`src/rtl/sobel_window_mac_pkg.sv`:
```
// Shared constants for the 3x3 gradient engine: filter modes, coefficient width, FSM states.
`timescale 1ns/1ps
package sobel_window_mac_pkg;
  localparam int COEF_W = 5;

  localparam logic [1:0] MODE_SOBEL   = 2'd0;
  localparam logic [1:0] MODE_PREWITT = 2'd1;
  localparam logic [1:0] MODE_SCHARR  = 2'd2;

  localparam logic [0:0] ST_ACC = 1'b0;
  localparam logic [0:0] ST_OUT = 1'b1;

  typedef logic signed [COEF_W-1:0] coef_t;
endpackage

```
`src/rtl/sobel_window_mac_coef_rom.sv`:
```
// Combinational Gx/Gy coefficient lookup by filter mode and row-major tap index.
// Indices above 8 return zero; the reserved mode falls back to Sobel weights.
`timescale 1ns/1ps
module sobel_window_mac_coef_rom
  import sobel_window_mac_pkg::*;
(
  input  logic [1:0] mode_i,
  input  logic [3:0] idx_i,
  output coef_t      kx_o,
  output coef_t      ky_o
);

  coef_t corner_w;
  coef_t mid_w;

  // All three kernels share one shape: corners weigh corner_w, edge-centres weigh mid_w.
  always_comb begin
    case (mode_i)
      MODE_PREWITT: begin corner_w = 5'sd1; mid_w = 5'sd1;  end
      MODE_SCHARR:  begin corner_w = 5'sd3; mid_w = 5'sd10; end
      default:      begin corner_w = 5'sd1; mid_w = 5'sd2;  end
    endcase
  end

  always_comb begin
    kx_o = '0;
    ky_o = '0;
    case (idx_i)
      4'd0: begin kx_o = -corner_w; ky_o =  corner_w; end
      4'd1: begin kx_o = '0;        ky_o =  mid_w;    end
      4'd2: begin kx_o =  corner_w; ky_o =  corner_w; end
      4'd3: begin kx_o = -mid_w;    ky_o = '0;        end
      4'd5: begin kx_o =  mid_w;    ky_o = '0;        end
      4'd6: begin kx_o = -corner_w; ky_o = -corner_w; end
      4'd7: begin kx_o = '0;        ky_o = -mid_w;    end
      4'd8: begin kx_o =  corner_w; ky_o = -corner_w; end
      default: begin kx_o = '0; ky_o = '0; end
    endcase
  end

endmodule

```
`src/rtl/sobel_window_mac.sv`:
```
// Sequential 3x3 gradient MAC: one pixel per beat, result held in OUT until the downstream handshake.
// Result registered on the 9th beat; Flush_i aborts the window or drops a pending result.
`timescale 1ns/1ps
module sobel_window_mac
  import sobel_window_mac_pkg::*;
#(
  parameter int PIX_W = 8,
  parameter int ACC_W = PIX_W + 6
) (
  input  logic                    Clk_i,
  input  logic                    Rst_n_i,
  input  logic                    Flush_i,
  input  logic [1:0]              Mode_i,
  input  logic [PIX_W-1:0]        Thresh_i,
  input  logic [PIX_W-1:0]        Pix_i,
  input  logic                    PixValid_i,
  output logic                    PixReady_o,
  output logic signed [ACC_W-1:0] Gx_o,
  output logic signed [ACC_W-1:0] Gy_o,
  output logic [PIX_W-1:0]        Mag_o,
  output logic                    Edge_o,
  output logic                    ResValid_o,
  input  logic                    ResReady_i
);

  logic [0:0]              state_q, state_d;
  logic [3:0]              idx_q, idx_d;
  logic [1:0]              mode_q, mode_d;
  logic signed [ACC_W-1:0] gx_acc_q, gx_acc_d, gy_acc_q, gy_acc_d;
  logic signed [ACC_W-1:0] gx_q, gx_d, gy_q, gy_d;
  logic [PIX_W-1:0]        mag_q, mag_d;
  logic                    edge_q, edge_d;

  logic [1:0]              rom_mode;
  coef_t                   kx, ky;
  logic signed [ACC_W-1:0] pix_s, kx_s, ky_s, prod_x, prod_y, gx_sum, gy_sum, neg_x, neg_y;
  logic [ACC_W-2:0]        abs_x, abs_y;
  logic [ACC_W-1:0]        mag_sum;
  logic [PIX_W-1:0]        mag_clip;
  logic                    beat;

  // Beat 0 must see the incoming mode, since mode_q is only latched on that same edge.
  assign rom_mode = (idx_q == 4'd0) ? Mode_i : mode_q;

  sobel_window_mac_coef_rom u_coef_rom (
    .mode_i (rom_mode),
    .idx_i  (idx_q),
    .kx_o   (kx),
    .ky_o   (ky)
  );

  assign PixReady_o = (state_q == ST_ACC);
  assign ResValid_o = (state_q == ST_OUT);
  assign beat       = PixValid_i & PixReady_o;

  always_comb begin
    pix_s  = $signed({{(ACC_W-PIX_W){1'b0}}, Pix_i});
    kx_s   = {{(ACC_W-COEF_W){kx[COEF_W-1]}}, kx};
    ky_s   = {{(ACC_W-COEF_W){ky[COEF_W-1]}}, ky};
    prod_x = pix_s * kx_s;
    prod_y = pix_s * ky_s;
    gx_sum = (idx_q == 4'd0) ? prod_x : gx_acc_q + prod_x;
    gy_sum = (idx_q == 4'd0) ? prod_y : gy_acc_q + prod_y;
    neg_x  = -gx_sum;
    neg_y  = -gy_sum;
    abs_x  = gx_sum[ACC_W-1] ? neg_x[ACC_W-2:0] : gx_sum[ACC_W-2:0];
    abs_y  = gy_sum[ACC_W-1] ? neg_y[ACC_W-2:0] : gy_sum[ACC_W-2:0];
    mag_sum  = {1'b0, abs_x} + {1'b0, abs_y};
    mag_clip = (mag_sum[ACC_W-1:PIX_W] != '0) ? '1 : mag_sum[PIX_W-1:0];
  end

  always_comb begin
    state_d  = state_q;
    idx_d    = idx_q;
    mode_d   = mode_q;
    gx_acc_d = gx_acc_q;
    gy_acc_d = gy_acc_q;
    gx_d     = gx_q;
    gy_d     = gy_q;
    mag_d    = mag_q;
    edge_d   = edge_q;
    if (Flush_i) begin
      state_d  = ST_ACC;
      idx_d    = 4'd0;
      gx_acc_d = '0;
      gy_acc_d = '0;
    end else if (state_q == ST_ACC) begin
      if (beat) begin
        gx_acc_d = gx_sum;
        gy_acc_d = gy_sum;
        if (idx_q == 4'd0) mode_d = Mode_i;
        if (idx_q == 4'd8) begin
          gx_d    = gx_sum;
          gy_d    = gy_sum;
          mag_d   = mag_clip;
          edge_d  = (mag_clip >= Thresh_i);
          idx_d   = 4'd0;
          state_d = ST_OUT;
        end else begin
          idx_d = idx_q + 4'd1;
        end
      end
    end else if (ResReady_i) begin
      state_d = ST_ACC;
    end
  end

  always_ff @(posedge Clk_i or negedge Rst_n_i) begin
    if (!Rst_n_i) begin
      state_q  <= ST_ACC;
      idx_q    <= 4'd0;
      mode_q   <= MODE_SOBEL;
      gx_acc_q <= '0;
      gy_acc_q <= '0;
      gx_q     <= '0;
      gy_q     <= '0;
      mag_q    <= '0;
      edge_q   <= 1'b0;
    end else begin
      state_q  <= state_d;
      idx_q    <= idx_d;
      mode_q   <= mode_d;
      gx_acc_q <= gx_acc_d;
      gy_acc_q <= gy_acc_d;
      gx_q     <= gx_d;
      gy_q     <= gy_d;
      mag_q    <= mag_d;
      edge_q   <= edge_d;
    end
  end

  assign Gx_o   = gx_q;
  assign Gy_o   = gy_q;
  assign Mag_o  = mag_q;
  assign Edge_o = edge_q;

endmodule

```
`config.mk`:
```
export PLATFORM = sky130hd
export DESIGN_NAME = sobel_window_mac
export DESIGN_NICKNAME = d
export VERILOG_FILES = /design/src/rtl/sobel_window_mac_pkg.sv /design/src/rtl/sobel_window_mac_coef_rom.sv /design/src/rtl/sobel_window_mac.sv
export SDC_FILE = /design/constraint.sdc
export NUM_CORES = 1
export LEC_CHECK = 0
export ABC_AREA = 1
export CAP_MARGIN = 20
export CORE_MARGIN = 3
export CORE_UTILIZATION = 60
export CTS_CLUSTER_DIAMETER = 30
export DETAILED_ROUTE_END_ITERATION = 10
export PLACE_DENSITY = 0.91
export SYNTH_ARGS = -nofsm -noshare
export SYNTH_HDL_FRONTEND = slang
export SYNTH_SLANG_ARGS = --single-unit
```
`constraint.sdc`:
```
create_clock -name Clk_i -period 24.7 [get_ports Clk_i]
set_input_delay 4.94 -clock Clk_i [delete_from_list [all_inputs] [get_ports Clk_i]]
set_output_delay 4.94 -clock Clk_i [all_outputs]
set_load 0.05 [all_outputs]
```
# After elaboration in Yosys (flattened, before gate mapping)
# Cells that the tools add are included.
# W data, S select, Z words.
# totals
ram_bits,0
register_bits,72
word_cells,68
memories,0
rom_bits,0
out_inout_bits,39
latchBits,0
# op_classes
multipliers,2
n_bitwise,3
addsub,8
eq_ne,10
div,0
n_reduce_logical,10
mux,25
magnitude_cmp,1
shift,0
# ops
op,count
$mux W14,8
$pmux W5 S4,2
$add A14 B14 Y14,2
$mul A9 B5 Y14,2
$mux W13,2
$neg A13 Y13,2
$mux W4,4
$add A13 B13 Y14,1
$eq A4 B3 Y1 const B,3
$eq A4 B2 Y1 const B,2
$ge A8 B8 Y1,1
$mux W8,1
$pmux W4 S2,1
$reduce_or A2 Y1,4
$reduce_bool A6 Y1,1
$mux W1,5
$neg A2 Y5,1
$neg A4 Y5,1
$add A4 B1 Y4 const B,1
$eq A4 B1 Y1 const B,1
$eq A4 B4 Y1 const B,1
$logic_not A4 Y1,1
$mux W2,2
$reduce_and A4 Y1,1
8 further kinds,9

# Longest topological paths before layout
# Gate-level depths: netlist (run 1).
# depth
ltp_word,15
ltp_mapped,65
mapped_depth_nobuf,63

# Cells and area by module
# A second synthesis (run 1) with hierarchy kept.
# unflattened
cells_unflattened,1451
hier_area_um2,9516.6
# modules_own_cells
module,cells_per_inst,area_per_inst_um2,seq_area_each_um2,n_inst
sobel_window_mac,1384,9193.8,1801.7,1
sobel_window_mac_coef_rom,67,322.8,0.0,1

# Worst setup path after synthesis (run 1)
# Ideal clock, no wire load.
# synth_timing
kind,input to register
startpoint,input Mode_i[1]
endpoint,"register edge_q, in the netlist Edge_o"
arrival_time_ns,12.422
required_ns,24.582
path_slack_ns,12.160
path_stages,48
path_buffers,1
cell_sequence,inv_1 -> o21ai_1 -> inv_1 -> nand2_1 -> ha_1 -> nand2_1 -> a21oi_2 -> inv_1 -> nand2_1 -> fa_1 -> fa_1 -> inv_1 -> fa_1 -> fa_1 -> nand3_1 -> nand3_1 -> a21oi_1 -> nand2_1 -> [12 not listed] -> xnor2_1 -> inv_1 -> ha_1 -> a21oi_1 -> o21ai_0 -> a21oi_1 -> inv_1 -> nand3_1 -> nand4_1 -> nor2_1 -> nand3_1 -> ha_1 -> a21oi_1 -> o21ai_0 -> nand2_1 -> o2111ai_1 -> nand2_1 -> nand2_1
# synth_via
elab_chain_cells,14
word_cells_on_any_way,23
classes_between,add/sub (7); mul (2); order compare (1); eq/ne (2); mux (10); reduce/logical (1)
# synth_lines
item,line_no,text
from (decl),sobel_window_mac.sv:13,"input logic [1:0] Mode_i,"
$mux W2 (*),-,
$eq A2 B2 Y1 or $eq A2 B1 Y1 (tied branches),sobel_window_mac_coef_rom.sv:18,case (mode_i)
$pmux W4 S2 or $mux W2 (tied branches),sobel_window_mac_coef_rom.sv:18,
$neg A4 Y5 or $neg A2 Y5 (tied branches),-,
$pmux W5 S4,sobel_window_mac_coef_rom.sv:28,case (idx_i)
$mul A9 B5 Y14 (on tied branches),"sobel_window_mac.sv:60, sobel_window_mac.sv:61",
$add A14 B14 Y14 (on tied branches),"sobel_window_mac.sv:62, sobel_window_mac.sv:63",
$mux W14 (on tied branches),"sobel_window_mac.sv:62, sobel_window_mac.sv:63",
$neg A13 Y13 (on tied branches),"sobel_window_mac.sv:64, sobel_window_mac.sv:65",
$mux W13 (on tied branches),"sobel_window_mac.sv:66, sobel_window_mac.sv:67",
$add A13 B13 Y14 (*),sobel_window_mac.sv:68,"mag_sum = {1'b0, abs_x} + {1'b0, abs_y};"
$reduce_bool A6 Y1,sobel_window_mac.sv:69,mag_clip = (mag_sum[ACC_W-1:PIX_W] != '0) ? '1 : mag_sum[PIX_W-1:0];
$mux W8 (*),sobel_window_mac.sv:69,
named net mag_clip[3],sobel_window_mac.sv:39,logic [PIX_W-1:0] mag_clip;
$ge A8 B8 Y1 (*),sobel_window_mac.sv:96,edge_d = (mag_clip >= Thresh_i);
to (signal assigned),sobel_window_mac.sv:128,edge_q <= edge_d;
to (decl),sobel_window_mac.sv:32,"logic edge_q, edge_d;"
# The timed path passes the listed nets; every way through them passes the cells marked *.
# A chain may end at the register's enable or synchronous reset.

# Final worst setup path (run 1)
# Ends and elaborated chain as after synthesis.

==> impl_metrics.toml, run 1 <==
[setup_path]
crit_family = "adder cells"
r2r_setup_slack_ns = 13.66
path_buf_inv = 10
worstSetupStartpointType = "input pin"
r2r_cells = 54
worst-setup-path-type = "in -> reg"
slowest_delay_ns = 0.54
cp.arrival_ns = 14.63
crit_required_ns = 24.94
r2r-start = "idx_q[0]"
crit_cells = 50
timing.rr.end = "Edge_o"
crit_slowest_cell = "fa_1"
cp_max_fo = 20
crit_top_cell = "nand2_1"
crit_path_end_kind = "flip-flop"

[grt]
grt_max_degree = 73
grt_first_pass_wirelength_um = 40800
overflow = 0
grt_pass1_vias = 8945
track_usage_pct = 29.5
antenna_found_initial = 0

[timing]
slew_viol_final = 0
max_slew_margin_pct = 29.7
tightest_slew_ns = 1.05
max_clock_freq_mhz = 69.5
clock_skew_ns = 0.00972
setup_viol = 0
period_minus_slack_ns = 14.39
hold_viol = 0
rsz0062_at_grt = "no"
fin_tns_setup_ns = 0
timing.final.crit_share_pct = 58.3

[floorplanning]
pin_count = 62
fp-row-count = 44
die_y_um = 130
initial_core_util_pct = 62.5
die-area_sq_um = 17000
die_x_um = 130
core_area_sq_um = 14800

[yosys]
synth_fp_nets = 1571
netlist_instances = 1396
synth_area_per_cell_sq_um = 6.63
synth.distinct_cells = 48
syn-cell-area_sq_um = 9260
synthTopCellsByArea = "dfrtp_1 19%, nand2_1 16%, ha_1 15%"
async_flop_share_pct = 100
synth-edff-count = 0
netlist.top_cell.by_area = "dfrtp_1"
yosysSeqAreaShare_pct = 19.5
synth_seq_cells = 72
synth-main-ff-cell = "dfrtp_1"
synth_top_area_share_pct = 19.5
yosys_warnings = 0

[detailed_routing]
drc = 0
drt-pass1-iter-count = 5
avgRoutedWirePerCell_um = 14.9
drtIter0Drc = 777
dr_total_vias = 9263
antenna_left = 0
routed_wl_um = 24400
vias_per_cell = 5.66

[clocking]
cts_setup_buffers = 0
clock_path_buffers = 2
post_cts_resized = 0
clk-insertion-delay-late_ns = 0.35
htreeDepth = 3
cts.clk_slew.worst_paths_ns = 0.07
cts-buffers-inserted = 9
cts.sinks = 72
cts_root_buffer = "clkbuf_16"
cts_tree = "built"
cts.hold.buffers_added = 0

[final_layout]
fillers = 1188
drive_above_1_share_pct = 3.86
seq_area_sq_um = 1800
layout.nets = 1622
syn_to_final_growth_pct = 11.1
antenna_cells = 0
multi_input_area_sq_um = 6400

[placement]
io_buffers = 61
place_congestion = 1.01
dp_hpwl_um = 19100

[run_status]
status = "complete, no violations"

[min_path]
holdCritStartpoint = "Gy_o[7]"
whs_path_depth = 2
hold_path_class = "reg -> reg"
holdPathEnd = "Gy_o[7]"

[job]
drv_cap = 0
[cells by family (layout without fill, tap and decap cells)]
kind of cell	after synthesis	after routing	share of synthesized area [%]
AOI/OAI and AO/OA	167	167	10.1
xor gates and xnor gates	27	27	2.55
DFF	72	72	19.5
adders and majority gates	152	152	23.9
and+or+nand+nor	703	703	32.6
buffers and inverters	275	331	11.5
[how the worst max path moves through the flow]
stage	from	endpoint	slack [ns]
final	Mode_i[1]	Edge_o	10.31
after global routing	Mode_i[1]	Edge_o	9.50
after detailed placement	Mode_i[1]	Edge_o	10.22
after global placement	Mode_i[1]	Edge_o	10.42
after floorplan	Mode_i[1]	Edge_o	12.16
after CTS	Mode_i[1]	Edge_o	10.55
[per-layer routing]
metal  up-vias  wire length, um  track usage, %
met5         -                0               0
met2       375            11700            50.7
met4         0              789            11.0
met3        68             1650            5.49
met1      4270            10200            36.8
li1       4550                -               -
[placed cells by master, fill, tap and decap left out, types with 5 or more instances in the layout]
cell and instances:
nand3_1 136, inv_1 247, a21oi_1 49, inv_6 5
nand3b_1 8, xor2_1 17, o21ai_1 7, o21ai_0 78
clkbuf_16 9, nand2_1 398, ha_1 111, nor3_1 8
nand4_1 18, xnor2_1 10, or2_2 5, nor2_2 5
nor2_1 106, fa_1 41, a21o_1 5, dfrtp_1 72
o21ai_2 5, clkdlybuf4s50_1 60
[flip-flops by register name, summed over array words and instances, names as in the netlist]
signal,flops
Edge_o,1
Gx_o,14
Gy_o,14
Mag_o,8
ResValid_o,1
gx_acc_q,14
gy_acc_q,14
idx_q,4
mode_q,2
[worst min-delay path: stages, from the launching register on]
cell and delay (ns):
dfrtp_1 0.34, nand2_1 0.05, o21ai_0 0.05
[synth_stat cells (2+ instances only)]
cell	n
a21o_1	5
a21oi_1	49
a21oi_2	3
a31oi_1	2
and2_1	3
buf_2	8
buf_6	2
clkbuf_1	12
dfrtp_1	72
fa_1	41
ha_1	111
inv_1	247
inv_2	4
nand2_1	398
nand2_2	4
nand2_4	3
nand3_1	136
nand3_2	2
nand3b_1	8
nand4_1	18
nor2_1	106
nor2_2	5
nor2_4	3
nor3_1	8
o21a_1	3
o21ai_0	78
o21ai_1	7
o21ai_2	5
o21bai_1	2
o22ai_1	4
or2_2	5
xnor2_1	10
xor2_1	17
[per-stage QoR]
step	hold WS [ns]	utilization, %	cells	instance area (sq um)	worst slack (ns)
after floorplan	0.445	-	1396	9260	12.16
after global placement	0.466	67.5	1619	9990	10.42
after detailed placement	0.468	67.5	1619	9990	10.22
after CTS	0.484	69.4	1635	10300	10.55
after global routing	0.492	69.5	1636	10300	9.50
final	0.482	69.5	1636	10300	10.31
[area by class of cell]
class,count,area share (%)
Sequential cell,72,17.5
Clock inverter,7,0.571
Inverter,252,9.19
Clock buffer,9,2.19
Tap cell,184,2.24
Timing Repair Buffer,63,6.13
Multi-Input combinational cell,1049,62.2
Power of run 1 is not shown: default switching activity piles up to over one toggle a cycle in this logic, so the estimate is an artifact.
==> run 2, diff against run 1 <==
- CORE_UTILIZATION: 60 -> 56
- PLACE_DENSITY: 0.91 -> 0.89
- clock period: 24.7 -> 12.9 ns (I/O delays scaled with it)
==> impl_metrics.toml, run 2 (same netlist as run 1, synthesis figures left out) <==
[detailed_routing]
antenna_left = 0
drc = 0
dr_total_vias = 9042
routed_wl_um = 23600
drtIter0Drc = 641
avgRoutedWirePerCell_um = 14.2
drt-pass1-iter-count = 6
vias_per_cell = 5.42

[clocking]
cts_root_buffer = "clkbuf_16"
cts_tree = "built"
post_cts_resized = 0
cts_setup_buffers = 0
cts.hold.buffers_added = 0
clk-insertion-delay-late_ns = 0.35
cts-buffers-inserted = 9
cts.clk_slew.worst_paths_ns = 0.06
cts.sinks = 72
htreeDepth = 3
clock_path_buffers = 2

[final_layout]
final_cell_mix = "398 x nand2_1, 247 x inv_1, 136 x nand3_1, 111 x ha_1, 106 x nor2_1"
seq_area_sq_um = 1800
layout.nets = 1622
antenna_cells = 0
final_common_cell = "nand2_1"
drive_above_1_share_pct = 3.86
fillers = 1353
syn_to_final_growth_pct = 11.6
multi_input_area_sq_um = 6400

[floorplanning]
initial_core_util_pct = 57.7
fp-row-count = 46
die_y_um = 135
die_x_um = 135
core_area_sq_um = 16100
pin_count = 62
die-area_sq_um = 18100

[job]
drv_cap = 0

[timing]
clock_skew_ns = 0.00815
setup_viol = 0
timing.final.crit_share_pct = 92.1
slew_viol_final = 0
max_clock_freq_mhz = 84.2
fin_tns_setup_ns = 0
rsz0062_at_grt = "no"
tightest_slew_ns = 1.01
max_slew_margin_pct = 32.5
hold_viol = 0
period_minus_slack_ns = 11.88

[setup_path]
r2r-start = "idx_q[0]"
path_buf_inv = 11
r2r_cells = 55
slowest_delay_ns = 0.55
crit_slowest_cell = "fa_1"
cp_max_fo = 20
crit_required_ns = 13.19
cp.arrival_ns = 12.17
r2r_setup_slack_ns = 2.07
crit_path_end_kind = "flip-flop"
crit_cells = 52
worstSetupStartpointType = "input pin"
worst-setup-path-type = "in -> reg"
crit_top_cell = "nand2_1"
crit_path_start = "Mode_i[1]"
crit_family = "adder cells"
endpoint = "Edge_o"
timing.rr.end = "Edge_o"

[grt]
antenna_found_initial = 0
grt_max_degree = 73
grt_pass1_vias = 8751
track_usage_pct = 26.8
overflow = 0
grt_first_pass_wirelength_um = 40200

[min_path]
hold_path_class = "reg -> reg"

[run_status]
status = "complete, no violations"

[placement]
io_buffers = 61
dp_hpwl_um = 18700
place_congestion = 0.955
==> run 2: worst min-delay path by stage <==
stage	cells past startpoint	to	slack (ns)	start
final	2	Mag_o[0]	0.48	Mag_o[0]
after CTS	2	Mag_o[0]	0.48	Mag_o[0]
after global routing	2	Mag_o[0]	0.52	Mag_o[0]
after floorplan	2	mode_q[0]	0.45	mode_q[0]
after global placement	2	Mag_o[0]	0.46	Mag_o[0]
after detailed placement	2	Mag_o[0]	0.46	Mag_o[0]
==> run 2: per-layer routing <==
layer | vias to the layer above | global-route usage (%) | wire, um
met5 | - | 0 | 0
met4 | 0 | 7.69 | 412
met3 | 38 | 4.14 | 1330
met2 | 296 | 46.1 | 11500
met1 | 4171 | 35.2 | 10400
li1 | 4537 | - | -
==> run 2: area by class of cell <==
cell class,count,share of cell area [%]
Multi-Input combinational cell,1049,61.9
Sequential cell,72,17.4
Inverter,252,9.16
Timing Repair Buffer,63,6.10
Tap cell,216,2.62
Clock buffer,9,2.18
Clock inverter,7,0.581
==> run 2: worst min-delay path, delay by kind of cell, from the launching register on <==
kind | cells | cell delay [ns]
flip-flops | 1 | 0.34
AND/OR/NAND/NOR | 2 | 0.10
==> run 2: stage by stage <==
stage	worst slack, ns	area, sq um	util, %	cells	hold WS, ns
after detailed placement	0.844	10000	62.5	1651	0.465
after CTS	1.19	10300	64.2	1667	0.482
after global placement	0.877	10000	62.5	1651	0.464
after floorplan	2.72	9260	-	1396	0.445
after global routing	0.149	10300	64.3	1668	0.516
final	1.02	10300	64.3	1668	0.479
Power of run 2 is left out for the same reason.
